File: config.mk
export PLATFORM = sky130hd
export DESIGN_NAME = bus_sequencer
export DESIGN_NICKNAME = d
export VERILOG_FILES = /design/src/rtl/bus_sequencer.sv
export SDC_FILE = /design/constraint.sdc
export NUM_CORES = 1
export LEC_CHECK = 0
export CAP_MARGIN = 40
export CORE_ASPECT_RATIO = 0.75
export CORE_MARGIN = 1.5
export CORE_UTILIZATION = 25
export DETAILED_ROUTE_END_ITERATION = 6
export HOLD_SLACK_MARGIN = 0.12
export PLACE_DENSITY = 0.54
export REMOVE_ABC_BUFFERS = 1
export SETUP_SLACK_MARGIN = 0.5
export SYNTH_ARGS = -nofsm -noshare
export SYNTH_HDL_FRONTEND = slang
export SYNTH_SLANG_ARGS = --single-unit
export TNS_END_PERCENT = 30
File: constraint.sdc
create_clock -name clock -period 2.1 [get_ports clock]
set_clock_uncertainty 0.15 [all_clocks]
set_input_delay 0.525 -clock clock [delete_from_list [all_inputs] [get_ports clock]]
set_output_delay 0.525 -clock clock [all_outputs]
set_load 0.02 [all_outputs]
File: src/rtl/bus_sequencer.sv
// -----------------------------------------------------------------------------
// bus_sequencer
//
// Control sequencer for a single-bus RA/RB/RZ datapath. It accepts a 2-bit
// operation, walks through up to two micro-steps (T1, T2), and drives the
// register load enables and bus driver selects for each step. The accumulate
// operation loops T1/T2 from an internal repeat counter, so the host issues
// a single request for many iterations.
//
// Optional feature macro: BUS_SEQ_STEP_EN
//   When defined, a `step` input is added and T1/T2 hold, with their strobes
//   asserted, until `step` is high at a rising edge. IDLE and DONE ignore it.
//   When undefined there is no `step` port and T states advance every cycle.
//
// Operations (op):
//   00 LDA   : T1 RAin                         -> DONE
//   01 MOVAB : T1 RAout+RBin                   -> DONE
//   10 ADD   : T1 RAout+RZin, T2 RZout+RBin    -> DONE
//   11 ACC   : T1 RBout+RZin, T2 RZout+RBin    -> T1 (cnt != 0, cnt--)
//                                              -> DONE (cnt == 0)
//
// Handshake: `start` is looked at only while the sequencer is IDLE; a high
// `start` at a rising edge in IDLE accepts the request and latches `op` and
// `rpt`. `busy` is high from the cycle after acceptance through DONE, `done`
// is a one-cycle pulse in DONE. A `start` seen in any other state is dropped,
// not queued, so consecutive requests are separated by at least one IDLE.
//
// Ports:
//   clock      in   system clock, rising edge
//   clear      in   asynchronous active-low reset
//   start      in   request strobe
//   op         in   [1:0] operation code
//   rpt        in   [RPT_W-1:0] ACC iteration count minus one
//   step       in   single-step advance (BUS_SEQ_STEP_EN only)
//   busy       out  sequence in progress (T1, T2, DONE)
//   done       out  one-cycle completion pulse
//   RAin/RBin/RZin     out  register load enables
//   RAout/RBout/RZout  out  bus driver selects (at most one high)
//   state_dbg  out  [1:0] current FSM state encoding, for observation
// -----------------------------------------------------------------------------
module bus_sequencer #(
    parameter int RPT_W = 4
) (
    input  logic             clock,
    input  logic             clear,
    input  logic             start,
    input  logic [1:0]       op,
    input  logic [RPT_W-1:0] rpt,
`ifdef BUS_SEQ_STEP_EN
    input  logic             step,
`endif
    output logic             busy,
    output logic             done,
    output logic             RAin,
    output logic             RBin,
    output logic             RZin,
    output logic             RAout,
    output logic             RBout,
    output logic             RZout,
    output logic [1:0]       state_dbg
);

    typedef enum logic [1:0] {
        S_IDLE = 2'd0,
        S_T1   = 2'd1,
        S_T2   = 2'd2,
        S_DONE = 2'd3
    } state_t;

    localparam logic [1:0] OP_LDA   = 2'b00;
    localparam logic [1:0] OP_MOVAB = 2'b01;
    localparam logic [1:0] OP_ADD   = 2'b10;
    localparam logic [1:0] OP_ACC   = 2'b11;

    state_t           state;
    state_t           state_n;
    logic [1:0]       op_q;
    logic [RPT_W-1:0] cnt_q;
    logic             accept;
    logic             cnt_dec;
    logic             advance;

    // Micro-steps advance every cycle unless single-step is built in.
`ifdef BUS_SEQ_STEP_EN
    assign advance = step;
`else
    assign advance = 1'b1;
`endif

    // State, latched op and repeat counter.
    always_ff @(posedge clock or negedge clear) begin
        if (!clear) begin
            state <= S_IDLE;
            op_q  <= 2'b00;
            cnt_q <= '0;
        end else begin
            state <= state_n;
            if (accept) begin
                op_q  <= op;
                cnt_q <= rpt;
            end else if (cnt_dec) begin
                cnt_q <= cnt_q - RPT_W'(1);
            end
        end
    end

    // Next state and strobe decode. Every output below depends only on the
    // registered state, op_q and cnt_q, never on start/op/rpt directly.
    always_comb begin
        state_n = state;
        accept  = 1'b0;
        cnt_dec = 1'b0;
        RAin    = 1'b0;
        RBin    = 1'b0;
        RZin    = 1'b0;
        RAout   = 1'b0;
        RBout   = 1'b0;
        RZout   = 1'b0;

        case (state)
            S_IDLE: begin
                if (start) begin
                    accept  = 1'b1;
                    state_n = S_T1;
                end
            end

            S_T1: begin
                case (op_q)
                    OP_LDA: begin
                        RAin = 1'b1;
                    end
                    OP_MOVAB: begin
                        RAout = 1'b1;
                        RBin  = 1'b1;
                    end
                    OP_ADD: begin
                        RAout = 1'b1;
                        RZin  = 1'b1;
                    end
                    default: begin // OP_ACC
                        RBout = 1'b1;
                        RZin  = 1'b1;
                    end
                endcase
                if (advance) begin
                    if (op_q == OP_ADD || op_q == OP_ACC) begin
                        state_n = S_T2;
                    end else begin
                        state_n = S_DONE;
                    end
                end
            end

            S_T2: begin
                // Only ADD and ACC reach T2; both copy RZ back into RB.
                RZout = 1'b1;
                RBin  = 1'b1;
                if (advance) begin
                    // Zero test comes before the decrement, so the counter
                    // never wraps and rpt=0 gives exactly one iteration.
                    if (op_q == OP_ACC && cnt_q != '0) begin
                        cnt_dec = 1'b1;
                        state_n = S_T1;
                    end else begin
                        state_n = S_DONE;
                    end
                end
            end

            default: begin // S_DONE
                state_n = S_IDLE;
            end
        endcase
    end

    assign busy      = (state != S_IDLE);
    assign done      = (state == S_DONE);
    assign state_dbg = state;

endmodule

==> summary.txt <==
Status
  – Status: complete, no violations

Route
  – First drt pass iteration count: 4
  – Routed len/inst: 11.1 µm
  – Antenna-violating nets left: 0
  – Iteration-0 DRC count of the detailed router: 7
  – Vias/cell: about 4.4
  – Post-Route WL: roughly 1500 µm
  – Vias: 590
  – Remaining DRCs: 0

Worst setup path
  – Critical Path Sink Type: output pin
  – Worst path arrival time: ~1300 ps
  – Worst path cell trace: buf_6 > ha_4 > a21oi_1 > nor2b_1 > buf_4
  – Worst setup SP type: flop
  – Crit. Startpoint: state_dbg[1]
  – Critical path peak fanout: 5
  – FF-to-FF Start: state_dbg[0]
  – CP max stage delay: around 390 ps
  – CP max-delay cell: dfrtp_1
  – Reg2Reg Capture Point: op_q[1]
  – CP Class: reg2out
  – Critical Path RT: about 1400 ps
  – Cells on worst reg2reg path: 5
  – FF-to-FF setup slack: 400 ps

Floorplanning
  – Die Y: approximately 46 µm
  – Row cnt: 15
  – Initial cell density of the core: 26.4%
  – Die Area: 2720 µm²
  – Core area: ~2300 µm²
  – I/O pin count: 19
  – Die W: around 60 µm

Global route
  – First-pass GRT wire length: 2500 µm
  – Gr usage total: around 13%
  – Initial antenna violation count: 0
  – Gr ovfl total: 0
  – Largest net degree at the start of global routing: 9
  – Vias in the first global route: ~540

Placement
  – Final HPWL DP: between 1000 and 1500 µm
  – Gpl congestion: 0.796
  – Placed cell count: ~130
  – Placed cell areas: 895 µm²
  – Input/output buffers: 18

Clock network
  – Total clock sinks: 8
  – Clock root cell: clkbuf_4
  – Max clock buf depth: 2
  – CTS Buf Count: 3
  – Clock-pin slew on the worst setup and hold paths: ~50 ps
  – CTS tree: done
  – Clock latency on the worst-skew pair: around 250 ps
  – CTS Hold Buffers Added: 0
  – H-tree Lvls: 1

Job
  – Max Cap Violations: 0

Cells and area
  – Final std cells w/o fill: between 100 and 150
  – Total Nets Final: around 120
  – Commonest non-fill, non-tap cell in the layout: buf_4
  – Util after Layout: about 47%
  – Commonest cells after routing, fill and taps aside: 12 x buf_4, 8 x clkdlybuf4s50_1, 7 x dfrtp_1
  – Design Area, Final: between 1000 and 1500 µm²
  – P&R area growth vs syn: 79.1%
  – Proportion of layout cells with a drive suffix above 1: a little under half
  – Ant diodes: 0

STA
  – Final period util: between 90% and 100%
  – RSZ-0062 raised after global routing: true
  – Setup TNS: 0 ps
  – Final Hold Fails: 0
  – Endpoints failing setup: 0
  – Worst slew pin tran: between 400 and 500 ps
  – Slew Limit Fails: 0
  – Peak Freq: just over 500 MHz
  – Max-slew headroom: between 70 and 80%
  – Minimum clock period: around 2000 ps

Logic synthesis
  – Register area share after synthesis: 33.1%
  – Post-synthesis register bit count: 8
  – Netlist cell types: 20
  – Synth Cell Area: approximately 600 µm²
  – Synth warn: 0
  – Mapped Cells: 66
  – Syn Area/Cell: between 9 and 10 µm²

Hold path
  – Worst Hold Class: in2async

Power and ir drop
  – Power per cell area: between 1000 and 1500 nW/µm²
  – Pint: approximately 0.89 mW
  – Switching Fraction: 43.8%
  – Leak: between 0.4 and 0.5 nW
  – Overall power: approximately 1.6 mW
  – P_sw: between 0.6 and 0.7 mW
  – Clock share of power: roughly 7.5%
  – Worst vdd ir: between 0.6 and 0.7 mV
  – Comb power frac: a little under three quarters
  – Flop pwr share: 20.8%
## stage by stage
stage                     setup slack, ps  hold slack (ps)
after global placement              -62.0              428
final                                 144              403
after detailed placement            -97.9              430
after CTS                             144              411
after floorplan                      60.0             79.4
after global routing                 85.9              424
## layer usage
metal  share of wire (%)  GRT usage, %
met5                   0             0
met4                   0          2.67
met3                 5.2          6.25
met2                  50          19.8
met1                  45          16.6
## what timing repair did
action                     CTS  global route
buffers inserted             2             3
cloned                       0             0
gates resized for setup     58            11
pin swaps                    4             6
setup endpoints to repair   16            18
## cell type report
type | count | area [µm²]
fill | 232 | 1210
multi-input combinational | 49 | 492
timing repair buffer | 32 | 288
sequential | 8 | 201
tap | 34 | 42.5
inverter | 9 | 36.3
clock buffer | 3 | 22.5
## critical path: cells and delay by family, from the launching register on
kind                     cells  cell delay, ps
adder cells (fa/ha/maj)      1             170
AND/OR/NAND/NOR              1              60
flip-flops                   1             390
AO/OA/AOI/OAI                1             120
buffers and inverters        2             290
## power groups by stage
stage                     registers (mW)  clock network, mW  logic, mW
after floorplan                    0.334                  0      0.440
after global placement             0.302                  0      0.866
after detailed placement           0.303                  0      0.881
after CTS                          0.321              0.125      0.998
after global routing               0.343              0.135       1.25
final                              0.330              0.119       1.14
## state kept, by name, indices dropped and copies added (netlist names)
signal     count
cnt_q          4
op_q           2
state_dbg      2
## Yosys cell counts, drive strengths merged
cell / n / area (µm²)
mux2: 2 / 22.5
o31ai: 1 / 7.51
dfrtp: 8 / 200
and2: 3 / 18.8
nor2b: 2 / 12.5
nor2: 5 / 18.8
o41ai: 1 / 8.76
nand2b: 1 / 6.26
ha: 11 / 138
mux2i: 1 / 10.0
inv: 9 / 33.8
o211ai: 2 / 15.0
or3: 3 / 18.8
nand3: 1 / 5.00
or4: 1 / 7.51
o21ai: 2 / 10.0
a21oi: 2 / 10.0
nand2: 4 / 15.0
nor3b: 2 / 15.0
a31oi: 5 / 31.3
## worst max-delay path by stage
stage            to  slack, ps
2_1_floorplan  RBin         60
3_3_place_gp   RZin        -60
3_5_place_dp   RZin       -100
4_1_cts        RBin        140
5_1_grt        RZin         90
6_report       RBin        140
## logic make-up after synthesis
logic type | Yosys count | share of synthesized area (%)
simple gates | 22 | 19.5
compound gates | 13 | 13.7
fa+ha+maj | 11 | 22.8
buf+inv | 9 | 5.59
flops | 8 | 33.1
mux | 3 | 5.38
(Power assumes the default switching activity.)
==> variant 1, RTL diff (config.mk and constraints unchanged) <==
Add an input register stage for `start`, `op` and `rpt`, without a reset; this delays them by one clock. Comments in the files are not updated.
--- a/src/rtl/bus_sequencer.sv
+++ b/src/rtl/bus_sequencer.sv
@@ -72,6 +72,16 @@
     localparam logic [1:0] OP_ADD   = 2'b10;
     localparam logic [1:0] OP_ACC   = 2'b11;
 
+    logic start_q;
+    logic [1:0] op_r;
+    logic [RPT_W-1:0] rpt_q;
+
+    always_ff @(posedge clock) begin
+        start_q <= start;
+        op_r    <= op;
+        rpt_q   <= rpt;
+    end
+
     state_t           state;
     state_t           state_n;
     logic [1:0]       op_q;
@@ -96,8 +106,8 @@
         end else begin
             state <= state_n;
             if (accept) begin
-                op_q  <= op;
-                cnt_q <= rpt;
+                op_q  <= op_r;
+                cnt_q <= rpt_q;
             end else if (cnt_dec) begin
                 cnt_q <= cnt_q - RPT_W'(1);
             end
@@ -119,7 +129,7 @@
 
         case (state)
             S_IDLE: begin
-                if (start) begin
+                if (start_q) begin
                     accept  = 1'b1;
                     state_n = S_T1;
                 end
Formal check against the unedited RTL: not equivalent (Yosys sat finds a counterexample within 4 cycles, from zero or initial values).
==> variant 1 against the original RTL <==
Design area up 16%; clock power up 100%; sequential cell count up 7; area after synthesis up 24%; setup slack better by 0.025 ns; count of clock-buffer cells in the layout unchanged; critical path type unchanged; largest cell class unchanged; via count up 9.7%; total power up 20%; critical path depth down 1; routed wire length up 9.7%.
==> variant 1: results (changes against the original RTL) <==
The run finished with clean final reports. The total instance count after detailed placement came out at 139 (+9.4%). The placement-stage cell area is 1050 um^2 (+18%). The slew at the pin with the worst max-slew slack came out at 0.390 ns (-0.0576 ns). The clock-pin slew on the worst setup and hold paths came out at 0.06 ns. The count of fill cells added during filler insertion is 288 (+24%). Sorting the synthesized cells by area gives the leading types as sky130_fd_sc_hd__dfrtp_1, sky130_fd_sc_hd__dfxtp_1, sky130_fd_sc_hd__ha_1. The final routed wire length divided by cell count came out at 11.0 um (-1.3%). The maximum fanout along the worst path came out at 3 (-2). The data arrival time at the worst-slack endpoint came out at 1.26 ns (-0.02 ns). The wire length of the first global-routing pass is 2.55 mm (+2.0%). The tightest min-delay check is of the reg -> reg type. The final weighted congestion in routability-driven placement is 0.744 (-6.4%). The sequential-to-total area share from yosys stat is 45.3% (+12 points). The number of standard cells in the final layout excluding fillers is 150 (+11%). The pin count of the biggest net entering global routing came out at 11 (+2). The global-route met3 utilization is 5.38% (-0.87 points). The net total in the final layout came out at 133 (+8.1%). The final count of hold timing violations came out at 0 (unchanged). Ranked by instance count, the synthesized netlist is headed by sky130_fd_sc_hd__ha_1, sky130_fd_sc_hd__inv_1, sky130_fd_sc_hd__dfrtp_1. The post-route core utilization is 43.5% (-3.8 points). The DRC marker count from the first detailed-route iteration came to 20 (+13).

The global-route track usage on met2 is 13.8% (-5.9 points). The global routing usage summed across all routing layers is 10.2% (-2.7 points). The share of final-layout standard cells stronger than drive strength 1 was 44.6% (-0.90 points). The leakage dissipation is 0.557 nW (+15%). The highest ir drop seen on vdd is 527 uV (-20%). The internal power contribution is 1.14 mW (+28%).

The initial antenna violation count is 0 (unchanged). The post-synthesis instance total is 73 (+11%). The number of distinct library cells after synthesis is 24 (+20%). The async set or reset register ratio after synthesis came out at 53.3% (-47 points). The number of global-route vias before repair was 568 (+5.6%). The global routing usage on met1 came out at 14.4% (-2.2 points).

The total half-perimeter wirelength after legalization and detailed placement is 1.13 mm (+5.5%).
==> variant 1: path summary, 6_finish.rpt <==
path | end | cells past startpoint | slack [ns] | start
worst max-delay path | RAout | 4 | 0.17 | op_q[0]$_DFFE_PN0P_
worst min-delay path | op_q[0]$_DFFE_PN0P_ | 1 | 0.31 | op_r[0]$_DFF_P_
worst max register to register | cnt_q[0]$_DFFE_PN0P_ | 7 | 0.31 | state_dbg[0]$_DFFE_PN0P_
worst min register to register | op_q[0]$_DFFE_PN0P_ | 1 | 0.31 | op_r[0]$_DFF_P_
max in group asynchronous | state_dbg[0]$_DFFE_PN0P_ | 1 | 1.09 | clear
min in group asynchronous | cnt_q[0]$_DFFE_PN0P_ | 1 | 0.41 | clear
==> variant 1: area by class of cell <==
class	count	area, um^2	area share (%)
Inverter	9	36.3	2.89
Clock buffer	3	41.3	3.28
Sequential cell	15	343	27.3
Timing Repair Buffer	35	300	23.9
Tap cell	38	47.5	3.78
Clock inverter	1	7.51	0.597
Multi-Input combinational cell	49	482	38.3
==> variant 1: per-stage QoR <==
stage	worst slack [ns]	setup TNS [ns]	total power, mW
after floorplan	0.0600	0	0.939
after global placement	-0.0602	-0.104	1.35
after detailed placement	-0.0841	-0.171	1.36
after CTS	0.162	0	1.75
after global routing	0.122	0	2.04
final	0.169	0	1.90
==> variant 1: cells by family (layout without fill, tap and decap cells) <==
kind of cell    after synthesis  in the layout  synth area share [%]
fa+ha+maj                    11             11                  18.3
compound gates               13             13                  11.0
mux                           3              3                  4.33
flops                        15             15                  45.3
simple gates                 22             22                  16.6
buf+inv                       9             48                  4.49
==> variant 1: worst max-delay path, stage by stage, from the launching register on <==
cell and delay (ns):
sky130_fd_sc_hd__dfrtp_2 0.44, sky130_fd_sc_hd__inv_2 0.09, sky130_fd_sc_hd__ha_4 0.20, sky130_fd_sc_hd__and2_4 0.15, sky130_fd_sc_hd__buf_6 0.12
==> variant 1: power groups by stage <==
stage	registers, mW	logic [mW]	clock network [mW]
after floorplan	0.483	0.456	0
after detailed placement	0.451	0.906	0
final	0.472	1.19	0.239
after global placement	0.447	0.906	0
after CTS	0.464	1.04	0.246
after global routing	0.484	1.30	0.258
==> variant 1: per-layer routing <==
metal / part of all wire, % / vias up
li1: - / 329
met1: 48 / 300
met2: 46 / 16
met3: 5.8 / 2
met4: 0.36 / 0
met5: 0 / -
==> variant 1: repair_timing <==
item | CTS | global route
hold buffers | 0 | 0
endpoints found under the setup margin | 16 | 15
resized for setup | 56 | 10
setup buffers | 4 | 3
pin swaps | 2 | 4
==> variant 2, RTL diff (same settings) <==
Without the edit above. Change the parameter `RPT_W` from 4 to 5.
--- a/src/rtl/bus_sequencer.sv
+++ b/src/rtl/bus_sequencer.sv
@@ -39,7 +39,7 @@
 //   state_dbg  out  [1:0] current FSM state encoding, for observation
 // -----------------------------------------------------------------------------
 module bus_sequencer #(
-    parameter int RPT_W = 4
+    parameter int RPT_W = 5
 ) (
     input  logic             clock,
     input  logic             clear,
Interface: changed (resized rpt); port bits go from 19 to 20. The function was not compared with the original's and may differ.
==> variant 2 against the original RTL <==
Critical path depth down 1; final cell count up 12%; design area up 6.0%; sequential cell count up 1; sequential share of layout area up 1.1 points; non-clock buffer count up 8; setup slack worse by 0.049 ns; combinational power up 5%; routed wire length up 15%; total power up 7.0%; register-to-register slack worse by 0.27 ns; area after synthesis up 7.2%.
==> variant 2: results (changes against the original RTL) <==
The leakage dissipation was 0.518 nW (+7.1%). The delay contributed by the slowest stage of the critical path came out at 0.44 ns (+0.05 ns). The normalized max-slew margin was 63.4% (-6.7 points). The fraction of the mapped netlist area in adder cells came out at 19.3% (-3.5 points).

The placement-stage cell area is 948 um^2 (+6.0%). The share of final-layout standard cells stronger than drive strength 1 is 42.7% (-2.8 points). The DRC marker count from the first detailed-route iteration is 29 (+22). By count the netlist is led by sky130_fd_sc_hd__ha_1, sky130_fd_sc_hd__dfrtp_1, sky130_fd_sc_hd__inv_1, sky130_fd_sc_hd__o21ai_0. The number of flip-flops under the largest register name is 5 (+1).

The final weighted congestion in routability-driven placement came out at 0.803 (+0.98%). The power share of the clock group is 8.3% (+0.8 points). The post-cts gate resize count came out at 50 (-14%). The sequential-to-total area share from yosys stat is 34.7% (+1.6 points).

The data arrival time at the worst-slack endpoint is 1.33 ns (+0.05 ns). The routed wire length came to 1.72 mm (+15%). The final routed wire length divided by cell count is 11.4 um (+2.4%). The pin count of the biggest net entering global routing is 10 (+1). The clock tree buffer depth is 2 (unchanged). The flow ran to the end, and the final reports show no timing, DRC or antenna violations. The post-synthesis instance total was 73 (+11%). The total half-perimeter wirelength after legalization and detailed placement came to 1.17 mm (+9.5%).

The overall via count from detail_route is 673 (+14%). The final total power came to 1.70 mW (+7.0%). The global routing usage summed across all routing layers came out at 12.8% (-0.088 points). The number of distinct library cells after synthesis was 21 (+5.0%).

The sequential share of power is 20.7%. The net total in the final layout came to 138 (+12%). The highest ir drop seen on vdd is 349 uV (-47%). The maximum fanout along the worst path came to 4 (-1). The number of buffers inserted by port buffering came out at 19 (+1). The clock-pin slew on the worst setup and hold paths is 0.07 ns (+0.02 ns). The post-CTS setup-driven buffer insertion count was 8 (+6). The wire length of the first global-routing pass came out at 2.62 mm (+4.7%).

The count of inserted antenna diode cells came out at 0 (unchanged). The initial antenna violation count is 0 (unchanged). Ranked by total cell area, the synthesized netlist is headed by sky130_fd_sc_hd__dfrtp_1, sky130_fd_sc_hd__ha_1, sky130_fd_sc_hd__o21ai_0. The portion of netlist area occupied by mux cells came to 1.74% (-3.6 points).

The switching part of the total power is 41.2% (-2.6 points). The compound-cell area share of the yosys netlist is 15.1% (+1.4 points).
variant 2: metal layers:
layer	part of all wire [%]	vias to the layer above	wire length, um	global-route usage (%)
li1	-	343	-	-
met1	48	313	829	18.3
met2	47	17	801	19.2
met3	5.2	0	90	4.96
met4	0	0	0	1.28
met5	0	-	0	0
variant 2: final cells by class:
| type | instances | area [um^2] |
|---|---|---|
| timing repair buffer | 40 | 365 |
| clock buffer | 4 | 26.3 |
| sequential | 9 | 226 |
| tap | 34 | 42.5 |
| fill | 232 | 1240 |
| inverter | 8 | 32.5 |
| multi-input combinational | 56 | 454 |
variant 2: final timing paths:
path                                     startpoint                       end  slack (ns)  cells after the start
hold reg to reg                cnt_q[1]$_DFFE_PN0P_      cnt_q[1]$_DFFE_PN0P_        0.45                      2
hold / removal                                clear      cnt_q[0]$_DFFE_PN0P_        0.42                      1
setup / recovery           state_dbg[0]$_DFFE_PN0P_                      RBin        0.09                      4
max in group asynchronous                     clear       op_q[0]$_DFFE_PN0P_        1.05                      1
setup reg to reg           state_dbg[0]$_DFFE_PN0P_  state_dbg[0]$_DFFE_PN0P_        0.13                     11
min in group clock             cnt_q[1]$_DFFE_PN0P_      cnt_q[1]$_DFFE_PN0P_        0.45                      2
variant 2: through the flow:
stage	hold slack (ns)	utilization (%)	worst slack [ns]
2_1_floorplan	0.0794	-	0.0766
3_3_place_gp	0.424	39.8	-0.0715
3_5_place_dp	0.441	39.8	-0.129
4_1_cts	0.436	44.3	0.122
5_1_grt	0.448	48.1	0.0297
6_report	0.418	48.1	0.0944
variant 2: cell families (layout without fill, tap and decap cells):
| logic type | Yosys count | in the layout |
|---|---|---|
| mux | 1 | 1 |
| buf+inv | 8 | 52 |
| fa+ha+maj | 10 | 10 |
| simple gates | 28 | 28 |
| compound gates | 17 | 17 |
| flops | 9 | 9 |
